===== src/rtl/bcd_up_timer_pkg.sv =====
// Shared types and BCD helpers for the two-digit up-counting timer and the
// display helpers that reuse its digit arithmetic.
package bcd_up_timer_pkg;

  typedef enum logic [1:0] {
    ST_IDLE  = 2'd0,
    ST_RUN   = 2'd1,
    ST_PAUSE = 2'd2,
    ST_DONE  = 2'd3
  } state_e;

  localparam logic [3:0] BCD_MAX = 4'd9;

  // Advance a {tens, units} BCD pair by one; 99 rolls over to 00.
  function automatic logic [7:0] bcd_pair_inc(input logic [7:0] val);
    logic [7:0] res;
    if (val[3:0] >= BCD_MAX) begin
      if (val[7:4] >= BCD_MAX) begin
        res = 8'h00;
      end else begin
        res = {val[7:4] + 4'd1, 4'd0};
      end
    end else begin
      res = {val[7:4], val[3:0] + 4'd1};
    end
    return res;
  endfunction

  function automatic logic [3:0] bcd_clamp(input logic [3:0] digit);
    logic [3:0] res;
    if (digit > BCD_MAX) begin
      res = BCD_MAX;
    end else begin
      res = digit;
    end
    return res;
  endfunction

endpackage


===== src/rtl/bcd_up_timer_tick_gen.sv =====
// Prescaler: counts enabled cycles and flags the terminal one with tick.
module bcd_up_timer_tick_gen #(
  parameter int unsigned TICK_DIV = 1
) (
  input  logic clk,
  input  logic rst_n,
  input  logic en,
  input  logic clr,
  output logic tick
);

  localparam int unsigned W = (TICK_DIV > 1) ? $clog2(TICK_DIV) : 1;
  localparam logic [W-1:0] LAST = W'(TICK_DIV - 1);

  logic [W-1:0] cnt_q, cnt_d;

  // Terminal-count detect and next prescaler value.
  always_comb begin
    tick  = en && (cnt_q == LAST);
    cnt_d = cnt_q;
    if (clr) begin
      cnt_d = '0;
    end else if (tick) begin
      cnt_d = '0;
    end else if (en) begin
      cnt_d = cnt_q + {{(W-1){1'b0}}, 1'b1};
    end else begin
      cnt_d = cnt_q;
    end
  end

  // Prescaler register with synchronous active-low reset.
  always_ff @(posedge clk) begin
    if (!rst_n) begin
      cnt_q <= '0;
    end else begin
      cnt_q <= cnt_d;
    end
  end

endmodule


===== src/rtl/bcd_up_timer.sv =====
// Two-digit BCD up-counting timer: counts 00 up to a limit latched at start,
// one step per prescaled tick, with pause/resume, clear and a done pulse.
module bcd_up_timer
  import bcd_up_timer_pkg::*;
#(
  parameter int unsigned TICK_DIV = 1
) (
  input  logic       clk,
  input  logic       rst_n,
  input  logic       start,
  input  logic       pause,
  input  logic       clear,
  input  logic [3:0] limit1,
  input  logic [3:0] limit0,
  output logic [3:0] out1,
  output logic [3:0] out0,
  output logic       running,
  output logic       done
);

  state_e     state_q, state_d;
  logic [7:0] cnt_q, cnt_d;
  logic [7:0] limit_q, limit_d;
  logic       done_q, done_d;
  logic       running_q, running_d;
  logic [7:0] clamped_s;
  logic [7:0] stepped_s;
  logic       tick_en_s;
  logic       tick_clr_s;
  logic       tick_s;

  // Prescaler only runs on plain RUN cycles; start/clear/pause take precedence.
  assign tick_en_s  = (state_q == ST_RUN) && !pause && !start && !clear;
  assign tick_clr_s = clear || start;

  bcd_up_timer_tick_gen #(
    .TICK_DIV(TICK_DIV)
  ) u_tick_gen (
    .clk  (clk),
    .rst_n(rst_n),
    .en   (tick_en_s),
    .clr  (tick_clr_s),
    .tick (tick_s)
  );

  // Next-state, count, limit latch and done pulse.
  always_comb begin
    state_d   = state_q;
    cnt_d     = cnt_q;
    limit_d   = limit_q;
    done_d    = 1'b0;
    clamped_s = {bcd_clamp(limit1), bcd_clamp(limit0)};
    stepped_s = bcd_pair_inc(cnt_q);
    if (clear) begin
      state_d = ST_IDLE;
      cnt_d   = 8'h00;
    end else if (start) begin
      limit_d = clamped_s;
      cnt_d   = 8'h00;
      if (clamped_s == 8'h00) begin
        state_d = ST_DONE;
        done_d  = 1'b1;
      end else begin
        state_d = ST_RUN;
      end
    end else begin
      case (state_q)
        ST_RUN: begin
          if (pause) begin
            state_d = ST_PAUSE;
          end else if (tick_s) begin
            cnt_d = stepped_s;
            if (stepped_s == limit_q) begin
              state_d = ST_DONE;
              done_d  = 1'b1;
            end else begin
              state_d = ST_RUN;
            end
          end else begin
            state_d = ST_RUN;
          end
        end
        ST_PAUSE: begin
          if (pause) begin
            state_d = ST_RUN;
          end else begin
            state_d = ST_PAUSE;
          end
        end
        ST_IDLE:  state_d = ST_IDLE;
        ST_DONE:  state_d = ST_DONE;
        default:  state_d = ST_IDLE;
      endcase
    end
    running_d = (state_d == ST_RUN);
  end

  // State and output registers with synchronous active-low reset.
  always_ff @(posedge clk) begin
    if (!rst_n) begin
      state_q   <= ST_IDLE;
      cnt_q     <= 8'h00;
      limit_q   <= 8'h00;
      done_q    <= 1'b0;
      running_q <= 1'b0;
    end else begin
      state_q   <= state_d;
      cnt_q     <= cnt_d;
      limit_q   <= limit_d;
      done_q    <= done_d;
      running_q <= running_d;
    end
  end

  assign out1    = cnt_q[7:4];
  assign out0    = cnt_q[3:0];
  assign running = running_q;
  assign done    = done_q;

endmodule


===== config.mk =====
export PLATFORM = sky130hd
export DESIGN_NAME = bcd_up_timer
export DESIGN_NICKNAME = d
export VERILOG_FILES = /design/src/rtl/bcd_up_timer_pkg.sv /design/src/rtl/bcd_up_timer_tick_gen.sv /design/src/rtl/bcd_up_timer.sv
export SDC_FILE = /design/constraint.sdc
export NUM_CORES = 1
export LEC_CHECK = 0
export ABC_AREA = 0
export BUFFER_PORTS_ARGS = -buffer_cell sky130_fd_sc_hd__clkbuf_2
export CORE_MARGIN = 5
export CORE_UTILIZATION = 40
export CTS_CLUSTER_DIAMETER = 50
export DETAILED_ROUTE_END_ITERATION = 8
export SYNTH_ARGS = -nofsm -noshare
export SYNTH_HDL_FRONTEND = slang
export SYNTH_HIERARCHICAL = 1
export SYNTH_SLANG_ARGS = --single-unit

===== constraint.sdc =====
create_clock -name clk -period 3.75 [get_ports clk]
set_input_delay 0.1875 -clock clk [delete_from_list [all_inputs] [get_ports clk]]
set_output_delay 0.1875 -clock clk [all_outputs]
set_load 0.02 [all_outputs]

==> run summary <==
ys async rst share -> 0%
Synth Cell Area -> 1350 um2
WS Path Type -> reg2reg
Starting Density -> 40.9%
Slowest Stage Delay on Critical Path -> 450 ps
nets -> 206
Avg Vias per Cell -> 5.45
final wirelength -> 3190 um
synth warn -> 6
RSZ-0062 raised after global routing -> false
flops & latches, synth -> 21
chip height -> 68.2 um
final core utilization -> 46.0%
worst slack, placed -> 1470 ps
Synth Instances -> 164
Pwr Density -> 250 nW/um2
Core Rows -> 21
Tot GR Track Use -> 15.4%
count of final hold-check violations -> 0
status -> finished, final reports clean
Die W -> 68.2 um
Reg clk slew, reported paths -> 120 ps
Fin Setup TNS -> 0 ps
1st-iter DRT viols -> 94
highest clock rate -> 436 MHz
maximum capacitance violations -> 0
Fill cells -> 363
Max Slew Vio Count -> 0
Post-CTS Setup Bufs -> 0
Final HPWL DP -> 2510 um
Worst-Margin Slew -> 451 ps
Hold Slack -> 165 ps
Finished Cell Area -> 1520 um2
global route overflow -> 0
critical path endpoint category -> flop
highest-delay cell along the critical path -> dfxtp_1
Core Area -> 3310 um2
hold_buf cts -> 0
CP Cell Sequence -> inv_1 -> ha_1 -> or3b_4 -> nand2_2 -> o41ai_1 -> xnor2_1 -> nand4_1 -> o31a_1
CTS max path bufs -> 2
Root Buffer -> clkbuf_4
DR WL/cell -> 13.8 um
sequential element share of the synthesized area -> 31.1%
slew margin rel. -> 69.9%
Req. time, crit path -> 3960 ps
clk_lat worst skew -> 310 ps
r2r setup slk -> 1460 ps
vias -> 1265
static leakage -> 0.530 nW
antenna fix cells -> 0
Routed Antenna Nets -> 0
type of origin of the critical path -> flop
Clock Skews -> 4.52 ps
final setup violation count -> 0
Most used DFF post-synth -> dfxtp_1
Syn Area/Cell -> 8.25 um2
Tmin final -> 2290 ps
layout cells sized above 1 -> 21.0%
Worst Hold Class -> in2reg
area grow syn2layout -> 12.6%
final worst path period share -> 61.1%
CTS resizes -> 0
vias in the first global route -> 1243
Final WS setup -> 1460 ps
Critical Path Fanout Max -> 7
non-filler cells, final -> 232
DR pass1 iterations -> 4
initial antenna violation count -> 0
first-pass GRT wire length -> 5500 um
placed insts -> 228
Arr. time, crit path -> 2510 ps
VDD IR max -> 0.131 mV
# H-tree levels -> 1
Inserted Clock Buffers -> 3
post-synth net total -> 183
Post-synth EDFFs -> 0
IO Count -> 23
largest net degree at the start of global routing -> 14
CTS tree -> yes
# clock sinks -> 21
post-synth cell types -> 49
gp weighted congestion -> 0.860
area post-placement -> 1500 um2
die area -> 4650 um2
DRC Markers -> 0
Pwr Total -> 0.382 mW
IO Port Bufs -> 22
==> Yosys cell counts (all sizes together) (2+ instances only) <==
library cell / number / area share, %
inv: 9 / 2.7
nand2: 15 / 4.3
o31ai: 3 / 2.0
a31oi: 3 / 1.8
nand4b: 2 / 1.3
a21oi: 16 / 5.9
nor2: 15 / 4.3
dfxtp: 21 / 31
o21ai: 7 / 2.6
o31a: 3 / 1.9
ha: 6 / 5.5
a21boi: 2 / 1.1
nor4: 4 / 3.4
a211oi: 3 / 1.7
nor3b: 6 / 4.5
nand3: 3 / 1.1
nor4b: 2 / 1.3
clkbuf: 2 / 0.55
nor2b: 8 / 3.7
or2: 2 / 0.92
nand2b: 6 / 2.8
xor2: 2 / 1.3
xnor2: 5 / 3.2
buf: 2 / 1.2
nor3: 5 / 1.8
==> critical path, delay by kind of cell, from the launching register on <==
family                   cells  cell delay (ps)
buffers and inverters        1              100
adder cells (fa/ha/maj)      1              250
AO/OA/AOI/OAI                2              700
flip-flops                   1              450
XOR/XNOR                     1              160
AND/OR/NAND/NOR              3              530
==> logic make-up (layout without fill, tap and decap cells) <==
group,count (synthesis),in the layout,share of synthesized area [%]
fa+ha+maj,6,6,5.55
flops,21,21,31.1
buf+inv,13,35,4.44
xor+xnor,7,7,4.53
compound gates,43,43,20.8
simple gates,74,74,33.6
==> sequential cells by signal, summed over array words and instances, names as in the netlist <==
name              flops
u_tick_gen/cnt_q      1
state_q               2
cnt_q                 8
limit_q               8
running               1
done                  1
==> report_power, final <==
group | total (mW) | leakage, nW | internal, mW | switching [mW]
registers | 0.232 | 0.170 | 0.228 | 0.00453
logic | 0.0388 | 0.344 | 0.0172 | 0.0217
clock network | 0.111 | 0.0150 | 0.0416 | 0.0691
==> cells in the final DEF (no fill, tap or decap), types with 2 or more instances in the layout <==
master    count
nand2b_1      6
a21boi_0      2
nand3_1       3
nor2b_1       8
a31oi_1       2
nor3_1        5
o21ai_0       5
o21ai_1       2
nor4_1        2
a211oi_1      3
nand2_1      14
clkbuf_2     22
inv_1         7
a21oi_1      16
ha_1          6
o31a_1        3
nor3b_1       4
nand4b_1      2
xor2_1        2
xnor2_1       5
nor2_1       14
clkbuf_4      3
or2_2         2
dfxtp_1      21
nor4b_1       2
o31ai_1       2
==> final cells by class <==
cell class | count | area, um2 | share of cell area (%)
Multi-Input combinational cell | 130 | 873 | 57.3
Sequential cell | 21 | 420 | 27.6
Timing Repair Buffer | 22 | 110 | 7.22
Tap cell | 46 | 57.6 | 3.78
Inverter | 9 | 36.3 | 2.38
Clock buffer | 4 | 26.3 | 1.72
==> path summary, 6_finish.rpt <==
path	startpoint	endpoint	cells after the start
worst max-delay path	cnt_q[0]	running	8
worst min-delay path	limit0[3]	limit_q[3]	3
worst max register to register	cnt_q[0]	running	8
worst min register to register	limit_q[7]	limit_q[7]	2
==> routing by layer <==
metal,vias to the layer above,routed length (um),global-route usage [%]
li1,635,-,-
met1,586,1510,18.7
met2,39,1510,26.8
met3,5,132,2.79
met4,0,42,5.71
met5,-,0,0
Note: power is estimated with default switching activity, not from simulation.
